`src/rtl/ex_mem_pkg.sv`:
```
// ex_mem_pkg: shared types for the EX/MEM skid pipeline register.
// Revision: 1.0
`default_nettype none

package ex_mem_pkg;

  localparam int XLEN_DEF = 32;
  localparam int REGW_DEF = 5;
  localparam int F3W_DEF  = 3;

  typedef struct packed {
    logic regwrite;
    logic memtoreg;
    logic branch;
    logic memread;
    logic memwrite;
    logic flag_zero;
  } ex_mem_ctrl_t;

  localparam int CTRLW = $bits(ex_mem_ctrl_t);

  // Reference layout at default widths; the top packs the same field order.
  typedef struct packed {
    ex_mem_ctrl_t        ctrl;
    logic [XLEN_DEF-1:0] alu_result;
    logic [XLEN_DEF-1:0] rs2_data;
    logic [REGW_DEF-1:0] rd;
    logic [F3W_DEF-1:0]  funct3;
  } ex_mem_bus_t;

  typedef enum logic [1:0] {
    EMPTY = 2'd0,
    FULL  = 2'd1,
    SKID  = 2'd2
  } skid_state_e;

endpackage

`default_nettype wire

```
`src/rtl/pipe_skid_buf.sv`:
```
// pipe_skid_buf: generic one-entry skid buffer with valid/ready and flush.
// Revision: 1.0
`default_nettype none

module pipe_skid_buf
  import ex_mem_pkg::*;
#(
  parameter int W = 8
) (
  input  logic         clk,
  input  logic         rst_n,
  input  logic         flush_i,
  input  logic         in_valid_i,
  output logic         in_ready_o,
  input  logic [W-1:0] in_data_i,
  output logic         out_valid_o,
  input  logic         out_ready_i,
  output logic [W-1:0] out_data_o
);

  skid_state_e  state_q, state_d;
  logic [W-1:0] main_q, main_d;
  logic [W-1:0] skid_q, skid_d;
  logic         accept, consume;

  assign accept  = in_valid_i & in_ready_o;
  assign consume = out_valid_o & out_ready_i;

  always_ff @(posedge clk) begin
    if (!rst_n) begin
      state_q <= EMPTY;
      main_q  <= '0;
      skid_q  <= '0;
    end else begin
      state_q <= state_d;
      main_q  <= main_d;
      skid_q  <= skid_d;
    end
  end

  always_comb begin
    state_d = state_q;
    main_d  = main_q;
    skid_d  = skid_q;
    if (flush_i) begin
      state_d = EMPTY;
    end else begin
      case (state_q)
        EMPTY: begin
          if (accept) begin
            main_d  = in_data_i;
            state_d = FULL;
          end
        end
        FULL: begin
          if (accept && consume) begin
            main_d = in_data_i;
          end else if (consume) begin
            state_d = EMPTY;
          end else if (accept) begin
            skid_d  = in_data_i;
            state_d = SKID;
          end
        end
        SKID: begin
          if (consume) begin
            main_d  = skid_q;
            state_d = FULL;
          end
        end
        default: state_d = EMPTY;
      endcase
    end
  end

  // Both flags decode straight from the state flop, so no path from out_ready_i.
  always_comb begin
    out_valid_o = (state_q == FULL) || (state_q == SKID);
    in_ready_o  = (state_q != SKID);
    out_data_o  = main_q;
  end

endmodule

`default_nettype wire

```
`src/rtl/ex_mem_skid_reg.sv`:
```
// ex_mem_skid_reg: EX/MEM pipeline register with skid buffer, flush and stall counter.
// Revision: 1.0
`default_nettype none

module ex_mem_skid_reg
  import ex_mem_pkg::*;
#(
  parameter int XLEN = 32,
  parameter int REGW = 5,
  parameter int F3W  = 3,
  parameter int CNTW = 16
) (
  input  logic            clk,
  input  logic            rst_n,
  input  logic            flush_i,
  input  logic            in_valid_i,
  output logic            in_ready_o,
  input  logic            regwrite_i,
  input  logic            memtoreg_i,
  input  logic            branch_i,
  input  logic            memread_i,
  input  logic            memwrite_i,
  input  logic            flag_zero_i,
  input  logic [XLEN-1:0] alu_result_i,
  input  logic [XLEN-1:0] rs2_data_i,
  input  logic [REGW-1:0] rd_i,
  input  logic [F3W-1:0]  funct3_i,
  output logic            out_valid_o,
  input  logic            out_ready_i,
  output logic            regwrite_o,
  output logic            memtoreg_o,
  output logic            branch_o,
  output logic            memread_o,
  output logic            memwrite_o,
  output logic            flag_zero_o,
  output logic [XLEN-1:0] alu_result_o,
  output logic [XLEN-1:0] rs2_data_o,
  output logic [REGW-1:0] rd_o,
  output logic [F3W-1:0]  funct3_o,
  output logic [CNTW-1:0] stall_cnt_o
);

  localparam int BUSW = CTRLW + 2 * XLEN + REGW + F3W;

  ex_mem_ctrl_t    in_ctrl, out_ctrl;
  logic [BUSW-1:0] in_bus, out_bus;
  logic [CNTW-1:0] stall_cnt_q, stall_cnt_d;

  assign in_ctrl = '{regwrite:  regwrite_i,
                     memtoreg:  memtoreg_i,
                     branch:    branch_i,
                     memread:   memread_i,
                     memwrite:  memwrite_i,
                     flag_zero: flag_zero_i};
  assign in_bus = {in_ctrl, alu_result_i, rs2_data_i, rd_i, funct3_i};

  pipe_skid_buf #(
    .W(BUSW)
  ) u_skid (
    .clk        (clk),
    .rst_n      (rst_n),
    .flush_i    (flush_i),
    .in_valid_i (in_valid_i),
    .in_ready_o (in_ready_o),
    .in_data_i  (in_bus),
    .out_valid_o(out_valid_o),
    .out_ready_i(out_ready_i),
    .out_data_o (out_bus)
  );

  assign {out_ctrl, alu_result_o, rs2_data_o, rd_o, funct3_o} = out_bus;

  // Side-effecting controls are masked so a bubble can never write state.
  assign regwrite_o  = out_ctrl.regwrite & out_valid_o;
  assign memread_o   = out_ctrl.memread  & out_valid_o;
  assign memwrite_o  = out_ctrl.memwrite & out_valid_o;
  assign branch_o    = out_ctrl.branch   & out_valid_o;
  assign memtoreg_o  = out_ctrl.memtoreg;
  assign flag_zero_o = out_ctrl.flag_zero;

  always_comb begin
    stall_cnt_d = stall_cnt_q;
    if (out_valid_o && !out_ready_i && (stall_cnt_q != {CNTW{1'b1}})) begin
      stall_cnt_d = stall_cnt_q + CNTW'(1);
    end
  end

  always_ff @(posedge clk) begin
    if (!rst_n) begin
      stall_cnt_q <= '0;
    end else begin
      stall_cnt_q <= stall_cnt_d;
    end
  end

  assign stall_cnt_o = stall_cnt_q;

endmodule

`default_nettype wire
```
`config.mk`:
```
export PLATFORM = sky130hd
export DESIGN_NAME = ex_mem_skid_reg
export DESIGN_NICKNAME = d
export VERILOG_FILES = /design/src/rtl/ex_mem_pkg.sv /design/src/rtl/pipe_skid_buf.sv /design/src/rtl/ex_mem_skid_reg.sv
export SDC_FILE = /design/constraint.sdc
export NUM_CORES = 1
export LEC_CHECK = 0
export ABC_AREA = 0
export CORE_ASPECT_RATIO = 2
export CORE_MARGIN = 1
export CORE_UTILIZATION = 40
export DETAILED_ROUTE_END_ITERATION = 10
export DONT_BUFFER_PORTS = 1
export RECOVER_POWER = 25
export SLEW_MARGIN = 20
export SYNTH_ARGS = -nofsm -noshare
export SYNTH_HDL_FRONTEND = slang
export SYNTH_SLANG_ARGS = --single-unit
```
`constraint.sdc`:
```
create_clock -name clk -period 2.5 [get_ports clk]
set_input_delay 0.25 -clock clk [delete_from_list [all_inputs] [get_ports clk]]
set_output_delay 0.25 -clock clk [all_outputs]
set_load 0.02 [all_outputs]
```
* After elaboration in Yosys (flattened, before gate mapping)
Index checks and enable logic that the tools add are counted.
Operators by class: $mul 0, $add $sub $neg 1, divide/modulo/power cells 0, shifts and indexed selects 0, bitwise operators 10, mux-type cells 10, equality and inequality tests 9, $lt $le $gt $ge 0, reduce and logical (&&, ||, !) cells 11
Operators with widths (number):
- 2-to-1 mux 78 bit | 3
- case mux 78 bit (3 select lines) | 1
- adder 16 x 1 -> 16 bit (second input constant) | 1
- inequality test 16 bit (second input constant) | 1
- 2-to-1 mux 2 bit | 5
- AND reduction 5 bit | 2
- bitwise AND 1 bit | 6
- inequality test 2 x 1 -> 1 bit (second input constant) | 3
- case mux 2 bit (3 select lines) | 1
- inequality test 2 bit (second input constant) | 2
- inverter 1 bit | 4
- AND reduction 4 bit | 1
- logical AND 1 bit | 3
- inequality test 3 x 1 -> 1 bit (second input constant) | 1
- nonzero test 3 bit | 1
- equality test 2 x 1 -> 1 bit (second input constant) | 1
- equality test 2 bit (second input constant) | 1
- zero test 2 bit | 1
- OR reduction 2 bit | 1
- zero test 1 bit | 1
- logical OR 1 bit | 1
Storage, ports and cells: memory bits (read-only) 0, memories 0, logic and storage cells 45, memory bits (writable) 0, flip-flop bits (word level) 174, latch bits 0, output and inout port bits 96

* Depth between registers and ports, before layout
Gate-level depths: netlist of the first run.
depth after elaboration 6, gate-level depth with buffers 11

* Cells and area by module
From an unflattened synthesis of the first run, not the netlist that was laid out.
Unflattened totals: cells, all modules 828, area, all modules 7432.1 um^2
By module, submodules not included:
- pipe_skid_buf | seq. area each 3163.0 um^2, instances 1, area an instance 6543.8 um^2, cells an instance 726
- ex_mem_skid_reg | seq. area each 320.3 um^2, instances 1, area an instance 888.4 um^2, cells an instance 102

* Worst setup path before layout of the first run
OpenSTA, ideal clock, no wires.
path kind register to register, start point reg u_skid.state_q[0], end point reg u_skid.main_q[24] (netlist: u_skid.out_data_o[24]), arrival 2.050 ns, setup slack 0.369 ns, stages on the path, launching flop included 11, clock period less this slack 2.131 ns, data required time 2.419 ns, cell sequence dfxtp_1 inv_1 ha_1 and4b_1 nand2b_1 buf_4 and2_1 buf_2 buf_6 buf_6 a211oi_2
Between the ends: cells in the longest elaborated chain, start to end 6, elaborated cells on any way between the ends 14, those cells by class 6 x eq/ne; 1 x mux; 2 x bitwise; 5 x reduce/logical
RTL lines:
- start, declared | line pipe_skid_buf.sv:21 | skid_state_e state_q, state_d;
- start signal, assigned | line pipe_skid_buf.sv:35 | state_q <= state_d;
- equality test 2 x 1 -> 1 bit / equality test 2 bit (equally long branches) | line pipe_skid_buf.sv:78 | out_valid_o = (state_q == FULL) || (state_q == SKID);
- logical OR 1 bit * | line pipe_skid_buf.sv:78
- via out_valid_o | line ex_mem_skid_reg.sv:28 | output logic out_valid_o,
- bitwise AND 1 bit * | line pipe_skid_buf.sv:27 | assign consume = out_valid_o & out_ready_i;
- logical AND 1 bit | line pipe_skid_buf.sv:56 | if (accept && consume) begin
- inequality test 2 x 1 -> 1 bit (no line)
- AND reduction 5 bit (no line) *
- end signal, assigned | line pipe_skid_buf.sv:36 | main_q <= main_d;
- end, declared | line pipe_skid_buf.sv:22 | logic [W-1:0] main_q, main_d;
Mark *: on every way through the listed nets, which the timed path passes. The rest lies on a longest branch. A chain may end at the register's enable or synchronous reset.

* Worst setup path in the final report of the first run
start point reg u_skid.state_q[1], end point reg u_skid.main_q[44] (netlist: u_skid.out_data_o[44])
Between the ends: cells in the longest elaborated chain, start to end 6, elaborated cells on any way between the ends 14, those cells by class 6 x eq/ne; 1 x mux; 2 x bitwise; 5 x reduce/logical
RTL lines (line):
- equality test 2 x 1 -> 1 bit / equality test 2 bit (equally long branches) | pipe_skid_buf.sv:48, pipe_skid_buf.sv:78
- logical OR 1 bit | pipe_skid_buf.sv:78
- bitwise AND 1 bit | pipe_skid_buf.sv:27
- logical AND 1 bit | pipe_skid_buf.sv:56
- inequality test 2 x 1 -> 1 bit (no line)
- AND reduction 5 bit (no line)
Parallel ways exist; a longest one is shown, timed or not.

==> impl_metrics.csv, run 1 <==
group,metric,value,unit
synth,syn_area_per_cell,8.81,um2
power,p_switching,1.68,mW
worst_setup_path,timing.critical_path.buf_inv,2,
synth,synth.distinct_cells,41,
grt,antenna_found_initial,0,
worst_setup_path,path_max_fanout,32,
final_layout,drive_gt1_share,9.16,%
worst_setup_path,required,2.78,ns
power,p_leak,2.84,nW
drt,routed_wl,20700,um
clock_network,postCtsSetupRepairBufs,0,
clock_network,cts_buffer_depth,2,
sta,rsz0062_at_grt,"no",
drt,ant_nets,0,
drt,firstDrtPassIters,5,
worst_setup_path,cp.arrival,2.53,ns
sta,hold_violations,0,
grt,grt_pass1_vias,6308,
final_layout,diodes,0,
sta,worst_slew_pin_slew,0.818,ns
clock_network,cts_max_level,4,
final_layout,fill_cells,1832,
worst_hold_path,hp-class,"primary input to register",
placement,dp.cells,1032,
floorplan,start_util,40.8,%
sta,finalSetupTns,0,ns
synth,synth_top_cell_area_share,44.1,%
synth,muxShareOfSynthArea,10.0,%
power,intPower,4.65,mW
sta,final_max_slew_viol_count,0,
grt,gr-total-overflow,0,
synth,synth_top_area_cell,"dfxtp_1",
synth,synth_compound_area_share,21.5,%
worst_setup_path,worst-setup-path-type,"register to register",
power,pwr-share-comb,10.1,%
floorplan,die-area,20300,um2
synth,synth_area,7900,um2
sta,timing.final.ws_setup,0.249,ns
sta,fin_crit_sh,90.0,%
synth,yosysSeqAreaShare,44.1,%
drt,post_drt_via_cell_ratio,5.37,
sta,finalCriticalPeriod,2.25,ns
placement,post-place-ws,0.251,ns
placement,port_buffers,0,
power,p_clk_share,40.3,%
drt,drt_iter0_drc,211,
clock_network,postCtsResizedCells,0,
synth,ys_top_cells_by_area,"dfxtp_1 (44%), a21oi_1 (11%), mux2i_1 (9.9%), nand2_1 (7.7%), buf_4 (7.0%)",
synth,synth-edff-count,0,
floorplan,core-area,19400,um2
worst_setup_path,critPathLaunchType,"register",
power,power_density,707,nW/um2
floorplan,die_h,201,um
drt,drc,0,
clock_network,cts_root_buf,"clkbuf_16",
grt,grt_pass1_wl,33000,um
floorplan,num_rows,72,
clock_network,cts_buffers,17,
synth,synth-async-reset-ratio,0,%
power,vdd_drop_max,356,uV
final_layout,layout.cells.non_filler,1143,
sta,finalSetupViolCount,0,
synth,synthCells,896,
power,p_total,6.33,mW
synth,ys_top_cells_by_count,"dfxtp_1 (174), a21oi_1 (167), nand2_1 (162)",
placement,gp_congestion,0.752,
drt,vias,6137,
grt,grt.total_usage,20.8,%
clock_network,clkLatencyLatePin,0.42,ns
synth,synthAdderAreaFrac,0.792,%
grt,grt_start_max_net_pins,79,
synth,synth_top_family_by_area,"compound AO/OA/AOI/OAI gates",
synth,synth_ff_type,"dfxtp_1",
sta,max-slew-margin-rel,45.5,%
clock_network,cts_sinks,174,
final_layout,syn2layout_area_growth,13.3,%
synth,yosysMostFrequentCell,"dfxtp_1",
clock_network,hold_buffers,79,
clock_network,path_clk_slew,0.07,ns
worst_setup_path,endpoint_kind,"register",
synth,syn-num-nets,984,
clock_network,cts_tree,"yes",
sta,fmaxAchievable,444,MHz
power,sw_frac_of_total,26.5,%
worst_setup_path,worst_path_max_delay_cell,"dfxtp_1",
floorplan,io_pins,179,
drt,routedWlPerCell,18.1,um
placement,post-dp-hpwl,12400,um
run,cap_viol_max_count,0,
sta,skew,0.0125,ns
synth,yosysWarnings,0,
synth,synth-xor-area-share,0.111,%
worst_setup_path,cp_top_family,"simple AND/OR/NAND/NOR gates",
floorplan,fp.dieW,101,um
power,p_seq_share,49.6,%
synth,synth_seq_cells,174,
synth,synthSimpleGateAreaFrac,12.2,%
worst_setup_path,worstPathCellList,"inv_1 > ha_1 > and4b_1 > nand2b_4 > and2_4 > buf_12 > a211oi_1",
worst_setup_path,critPathMaxStageDelay,0.40,ns
outcome,status,"complete, no violations",
final_layout,nNetsFinal,959,
[cells by family after synthesis]
| logic type | after synthesis |
|---|---|
| buf+inv | 150 |
| simple gates | 219 |
| fa+ha+maj | 5 |
| xor+xnor | 1 |
| mux | 79 |
| flops | 174 |
| compound gates | 268 |
[metal layers]
metal / share of wire [%] / global-route usage, % / wire length, um
met3: 4.1 / 4.00 / 840
met1: 39 / 21.9 / 8010
met2: 55 / 39.2 / 11400
met5: 0 / 0 / 0
met4: 2.3 / 8.28 / 467
[registers in the layout, indices dropped and copies added, names as in the netlist]
register / count
u_skid.out_data_o: 78
u_skid.skid_q: 78
stall_cnt_o: 16
u_skid.state_q: 2
[worst paths after layout]
kind	startpoint	end	slack (ns)	cells past startpoint
worst max-delay path	u_skid.state_q[1]$_SDFFE_PP0P_	u_skid.out_data_o[44]$_SDFFE_PN0P_	0.25	7
worst min register to register	u_skid.skid_q[18]$_SDFFE_PN0P_	u_skid.skid_q[18]$_SDFFE_PN0P_	0.45	2
worst min-delay path	rst_n	stall_cnt_o[7]$_SDFFE_PN0P_	0.03	2
worst max register to register	u_skid.state_q[1]$_SDFFE_PP0P_	u_skid.out_data_o[44]$_SDFFE_PN0P_	0.25	7
[cells in the final DEF, fill, tap and decap left out, types with 3 or more instances in the layout]
cell and count:
clkbuf_16 17, a211oi_2 20, inv_6 3, buf_4 16, inv_1 4, ha_1 4
mux2i_1 78, o21ai_0 11, or4_1 3, nand2_1 162, buf_12 4, nand4_1 5
clkbuf_1 4, and3_1 4, clkinv_2 4, dlygate4sd3_1 79, clkbuf_8 3, a21oi_1 167
or3_1 8, dfxtp_1 174, nand2b_1 3, nand3_1 9, nor2_1 6, a211oi_1 58
o31ai_1 3, and2_1 5
[power by group through the flow]
stage	logic, mW	registers, mW	clock network, mW
finish	0.639	3.14	2.55
global route	0.702	3.16	2.74
CTS	0.647	3.14	2.62
detailed placement	0.538	3.20	0
global placement	0.526	3.20	0
floorplan	0.706	3.03	0
[through the flow]
step	area, um2	util, %	hold slack [ns]
global placement	7600	39.3	0.387
finish	8950	46.2	0.0322
global route	8950	46.2	0.0119
CTS	8950	46.2	0.00973
detailed placement	7600	39.3	0.393
floorplan	7900	-	0.386
[final cells by class]
cell class / count / area, um2 / share of cell area (%)
clock buffers: 23 / 478 / 5.34
clock inverters: 9 / 82.6 / 0.923
inverters: 6 / 27.5 / 0.308
multi-input cells: 572 / 3560 / 39.8
flip-flops and latches: 174 / 3480 / 38.9
well taps: 259 / 324 / 3.62
repair buffers: 100 / 995 / 11.1
Power figures use the tool's default switching activity.
==> inputs of run 2 (changes only) <==
Settings changed: CELL_PAD_IN_SITES_DETAIL_PLACEMENT set to 1, CELL_PAD_IN_SITES_GLOBAL_PLACEMENT set to 2, CORE_UTILIZATION 40 to 38, PLACE_DENSITY_LB_ADDON set to 0.1, SETUP_SLACK_MARGIN set to 0.5.
==> impl_metrics.csv, run 2 (synthesis results as in run 1) <==
group,metric,value,unit
grt,grt_pass1_vias,6818,
clock_network,cts_root_buf,"clkbuf_16",
placement,dp.cells,1038,
worst_setup_path,cp-startpoint,"u_skid.state_q[1]$_SDFFE_PP0P_",
final_layout,drive_gt1_share,10.9,%
worst_setup_path,worst-setup-path-type,"register to register",
final_layout,layout_common_cells,"dfxtp_1 (172), a21oi_1 (167), nand2_1 (162)",
power,p_leak,2.95,nW
floorplan,start_util,38.8,%
power,vdd_drop_max,329,uV
sta,max-slew-margin-rel,59.9,%
floorplan,core-area,20400,um2
final_layout,final_common_cell,"dfxtp_1",
clock_network,path_clk_slew,0.07,ns
final_layout,register_area,3490,um2
drt,post_drt_via_cell_ratio,5.52,
worst_setup_path,endpoint_kind,"register",
drt,drt_iter0_drc,182,
sta,fin_crit_sh,77.8,%
drt,drc,0,
sta,worst_slew_pin_slew,0.602,ns
floorplan,fp.dieW,104,um
sta,finalCriticalPeriod,1.94,ns
final_layout,postLayoutCellArea,9200,um2
worst_setup_path,cp.arrival,2.23,ns
floorplan,num_rows,74,
grt,grt_pass1_wl,36700,um
final_layout,layout.cells.non_filler,1159,
sta,rsz0062_at_grt,"yes",
grt,grt_start_max_net_pins,74,
sta,final_max_slew_viol_count,0,
outcome,status,"complete, no violations",
clock_network,cts_max_level,4,
final_layout,nNetsFinal,969,
clock_network,cts_tree,"yes",
placement,post-place-ws,0.300,ns
clock_network,cts_buffer_depth,2,
final_layout,multi_input_area,3600,um2
worst_hold_path,hp-start,"rst_n",
drt,routed_wl,24300,um
sta,finalSetupViolCount,0,
grt,grt.total_usage,21.9,%
placement,gp_congestion,0.809,
drt,routedWlPerCell,21.0,um
worst_setup_path,critPathLaunchType,"register",
sta,hold_ws,0.0350,ns
run,cap_viol_max_count,0,
worst_setup_path,reg2reg_from,"u_skid.state_q[1]$_SDFFE_PP0P_",
final_layout,diodes,0,
worst_setup_path,required,2.79,ns
drt,ant_nets,0,
grt,antenna_found_initial,0,
worst_setup_path,path_max_fanout,48,
sta,timing.final.ws_setup,0.556,ns
placement,post-dp-hpwl,14100,um
sta,fmaxAchievable,514,MHz
floorplan,die-area,21400,um2
sta,skew,0.00853,ns
placement,placed_cell_area,7650,um2
clock_network,cts_buffers,17,
grt,gr-total-overflow,0,
sta,finalSetupTns,0,ns
final_layout,fill_cells,2350,
sta,hold_violations,0,
drt,firstDrtPassIters,4,
floorplan,io_pins,179,
final_layout,syn2layout_area_growth,16.5,%
power,power_density,696,nW/um2
placement,port_buffers,0,
clock_network,clkLatencyLatePin,0.43,ns
clock_network,cts_sinks,174,
floorplan,die_h,206,um
drt,vias,6392,
worst_hold_path,hp-class,"primary input to register",
==> run 2: timing repair <==
| item | 4_1_cts | 5_1_grt |
|---|---|---|
| buffers inserted | 0 | 6 |
| gates resized for setup | 9 | 8 |
| setup endpoints to repair | 163 | 125 |
| endpoints found under the hold margin | 80 | 0 |
| pin swaps | 0 | 3 |
| hold buffers | 80 | 0 |
| gates cloned | 1 | 3 |
==> run 2: worst max-delay path, stage by stage, from the launching register on <==
cell,delay (ns)
dfxtp_2,0.36
inv_1,0.10
ha_4,0.32
and4b_1,0.25
nand2b_4,0.18
and2_4,0.18
buf_16,0.25
a211oi_1,0.12
==> run 2: per-layer routing <==
layer / up-vias / share of wire [%] / track usage [%]
li1: 3035 / - / -
met4: 0 / 2.4 / 8.88
met2: 144 / 54 / 40.5
met3: 33 / 4.8 / 5.99
met1: 3180 / 39 / 23.3
met5: - / 0 / 0
==> run 2: cell type report <==
type | instances | area share (%)
clock buffer | 22 | 5.16
clock inverter | 9 | 0.952
inverter | 6 | 0.299
multi-input combinational | 572 | 39.1
sequential | 174 | 37.9
tap | 266 | 3.62
timing repair buffer | 110 | 13.0
==> run 2: stage by stage <==
stage / utilization (%) / total power [mW]
global placement: 37.5 / 3.73
global route: 45.2 / 6.67
finish: 45.2 / 6.40
detailed placement: 37.5 / 3.76
CTS: 44.6 / 6.47
floorplan: - / 3.74
==> run 2: power breakdown <==
| group | total [mW] | switching (mW) | internal, mW |
|---|---|---|---|
| Combinational | 0.699 | 0.383 | 0.316 |
| Sequential | 3.14 | 0.233 | 2.91 |
| Clock | 2.56 | 1.11 | 1.44 |
| Total | 6.40 | 1.73 | 4.67 |
==> run 2: path summary, 6_finish.rpt <==
check | endpoint | slack, ns | depth (start not counted)
setup / recovery | u_skid.out_data_o[71]$_SDFFE_PN0P_ | 0.56 | 7
hold / removal | u_skid.state_q[0]$_SDFFE_PP0P_ | 0.04 | 2
setup reg to reg | u_skid.out_data_o[71]$_SDFFE_PN0P_ | 0.56 | 7
hold reg to reg | u_skid.skid_q[18]$_SDFFE_PN0P_ | 0.45 | 2
==> inputs of run 3 (changes only) <==
Settings changed: CORE_UTILIZATION 38 to 34.
Clock period 2.5 ns to 1.7 ns, I/O delays scaled along.
==> impl_metrics.csv, run 3 (synthesis results as in run 1) <==
group,metric,value,unit
sta,final_max_slew_viol_count,0,
clock_network,path_clk_slew,0.06,ns
final_layout,syn2layout_area_growth,46.1,%
worst_setup_path,cp.arrival,2.31,ns
drt,drt_iter0_drc,253,
power,power_density,900,nW/um2
worst_setup_path,critPathMaxStageDelay,0.35,ns
power,p_leak,3.94,nW
outcome,status,"finished with violations",
grt,grt_pass1_wl,41700,um
worst_setup_path,path_common_cell,"buf_6",
final_layout,layout.cells.non_filler,1271,
drt,drc,0,
floorplan,io_pins,179,
sta,worst_slew_pin_slew,0.652,ns
grt,antenna_found_initial,1,
sta,timing.final.ws_setup,-0.254,ns
grt,grt_pass1_vias,7342,
worst_setup_path,endpoint_kind,"register",
worst_hold_path,hp-start,"alu_result_i[25]",
worst_hold_path,hp-class,"primary input to register",
floorplan,num_rows,78,
worst_setup_path,reg2reg_from,"u_skid.state_q[1]$_SDFFE_PP0P_",
outcome,failed_checks,"negative setup slack",
clock_network,cts_root_buf,"clkbuf_16",
placement,gp_congestion,0.720,
placement,port_buffers,0,
floorplan,die_h,218,um
clock_network,clkLatencyLatePin,0.45,ns
worst_setup_path,path_max_fanout,5,
floorplan,core-area,22700,um2
power,p_total,10.4,mW
worst_setup_path,required,2.05,ns
clock_network,cts_tree,"yes",
placement,post-dp-hpwl,15500,um
placement,dp.cells,1084,
sta,rsz0062_at_grt,"yes",
final_layout,final_common_cell,"dfxtp_1",
floorplan,start_util,34.7,%
sta,finalSetupViolCount,165,
final_layout,fill_cells,2452,
grt,grt_start_max_net_pins,64,
final_layout,postLayoutCellArea,11500,um2
final_layout,nNetsFinal,1065,
worst_setup_path,worst-setup-path-type,"register to register",
clock_network,cts_buffers,17,
sta,fin_crit_sh,115,%
sta,finalSetupTns,-25.39,ns
grt,grt.total_usage,23.8,%
floorplan,fp.dieW,110,um
drt,routedWlPerCell,24.0,um
worst_setup_path,critPathLaunchType,"register",
drt,firstDrtPassIters,4,
sta,max-slew-margin-rel,56.5,%
worst_setup_path,worst_path_max_delay_cell,"dfxtp_2",
final_layout,drive_gt1_share,33.5,%
sta,fmaxAchievable,512,MHz
sta,hold_violations,0,
power,vdd_drop_max,783,uV
clock_network,cts_buffer_depth,2,
worst_setup_path,worstPathCellList,"inv_2 > ha_4 > buf_6 > and4b_1 > nand2b_4 > and2_4 > buf_12 > buf_6 > a211oi_1",
final_layout,layout_common_cells,"dfxtp_1 (159), nand2_1 (134), a21oi_1 (127)",
worst_setup_path,cp-startpoint,"u_skid.state_q[1]$_SDFFE_PP0P_",
floorplan,die-area,23900,um2
drt,ant_nets,0,
drt,routed_wl,30500,um
grt,gr-total-overflow,0,
placement,placed_cell_area,8130,um2
clock_network,cts_max_level,4,
drt,post_drt_via_cell_ratio,5.46,
drt,vias,6936,
run,cap_viol_max_count,0,
sta,hold_ws,0.0170,ns
clock_network,cts_sinks,174,
sta,finalCriticalPeriod,1.95,ns
sta,skew,0.00663,ns
==> run 3: cell count changes in the layout (fill, tap and decap cells not counted), sizes merged <==
| cell | previous run | this run |
|---|---|---|
| diode | 0 | 1 |
| clkinvlp | 4 | 1 |
| buf | 27 | 111 |
| clkinv | 4 | 1 |
| clkbuf | 25 | 42 |
| bufbuf | 0 | 1 |
| bufinv | 1 | 2 |
==> run 3: cell type report <==
cell class | count | area, um2 | share of cell area (%)
Clock buffer | 28 | 528 | 4.58
Inverter | 6 | 32.5 | 0.282
Tap cell | 280 | 350 | 3.04
Clock inverter | 4 | 72.6 | 0.629
Sequential cell | 174 | 3510 | 30.4
Multi-Input combinational cell | 572 | 4180 | 36.2
Antenna cell | 1 | 2.50 | 0.0217
Timing Repair Buffer | 206 | 2860 | 24.8
==> run 3: timing repair <==
| item | in CTS | in global routing |
|---|---|---|
| hold endpoints to repair | 140 | 0 |
| hold buffers | 80 | 0 |
| cloned | 18 | 22 |
| buffers inserted | 22 | 12 |
| endpoints found under the setup margin | 182 | 182 |
| gates resized for setup | 65 | 127 |
| pin swaps | 12 | 47 |
==> run 3: critical path: cells and delay by family (launching register included) <==
kind	cells	cell delay, ns
adders and majority gates	1	0.25
AOI/OAI and AO/OA	1	0.23
and+or+nand+nor	3	0.57
buffers and inverters	4	0.46
DFF	1	0.35
==> run 3: path summary, 6_finish.rpt <==
check | cells past startpoint | to | slack, ns
worst max-delay path | 9 | u_skid.out_data_o[55]$_SDFFE_PN0P_ | -0.25
worst min-delay path | 2 | u_skid.out_data_o[65]$_SDFFE_PN0P_ | 0.02
worst max register to register | 9 | u_skid.out_data_o[55]$_SDFFE_PN0P_ | -0.25
worst min register to register | 2 | u_skid.skid_q[70]$_SDFFE_PN0P_ | 0.46
==> run 3: per-stage QoR <==
| step | util (%) | worst slack (ns) |
|---|---|---|
| CTS | 46.3 | -0.219 |
| global route | 50.7 | -0.308 |
| finish | 50.7 | -0.254 |
| floorplan | - | -0.154 |
| detailed placement | 35.7 | -0.237 |
| global placement | 35.7 | -0.142 |
==> run 3: where the power goes <==
group | total, mW | switching [mW] | leakage [nW] | internal (mW)
logic | 1.69 | 0.836 | 2.22 | 0.855
clock network | 4.05 | 1.64 | 0.290 | 2.41
registers | 4.64 | 0.364 | 1.43 | 4.28
total | 10.4 | 2.84 | 3.94 | 7.54
==> run 3: layer usage <==
metal / routed length (um) / up-vias / share of wire [%] / GRT usage (%)
li1: - / 3265 / - / -
met1: 11100 / 3444 / 36 / 23.9
met2: 17000 / 176 / 56 / 45.3
met3: 1520 / 51 / 5.0 / 6.19
met4: 969 / 0 / 3.2 / 9.16
met5: 0 / - / 0 / 0
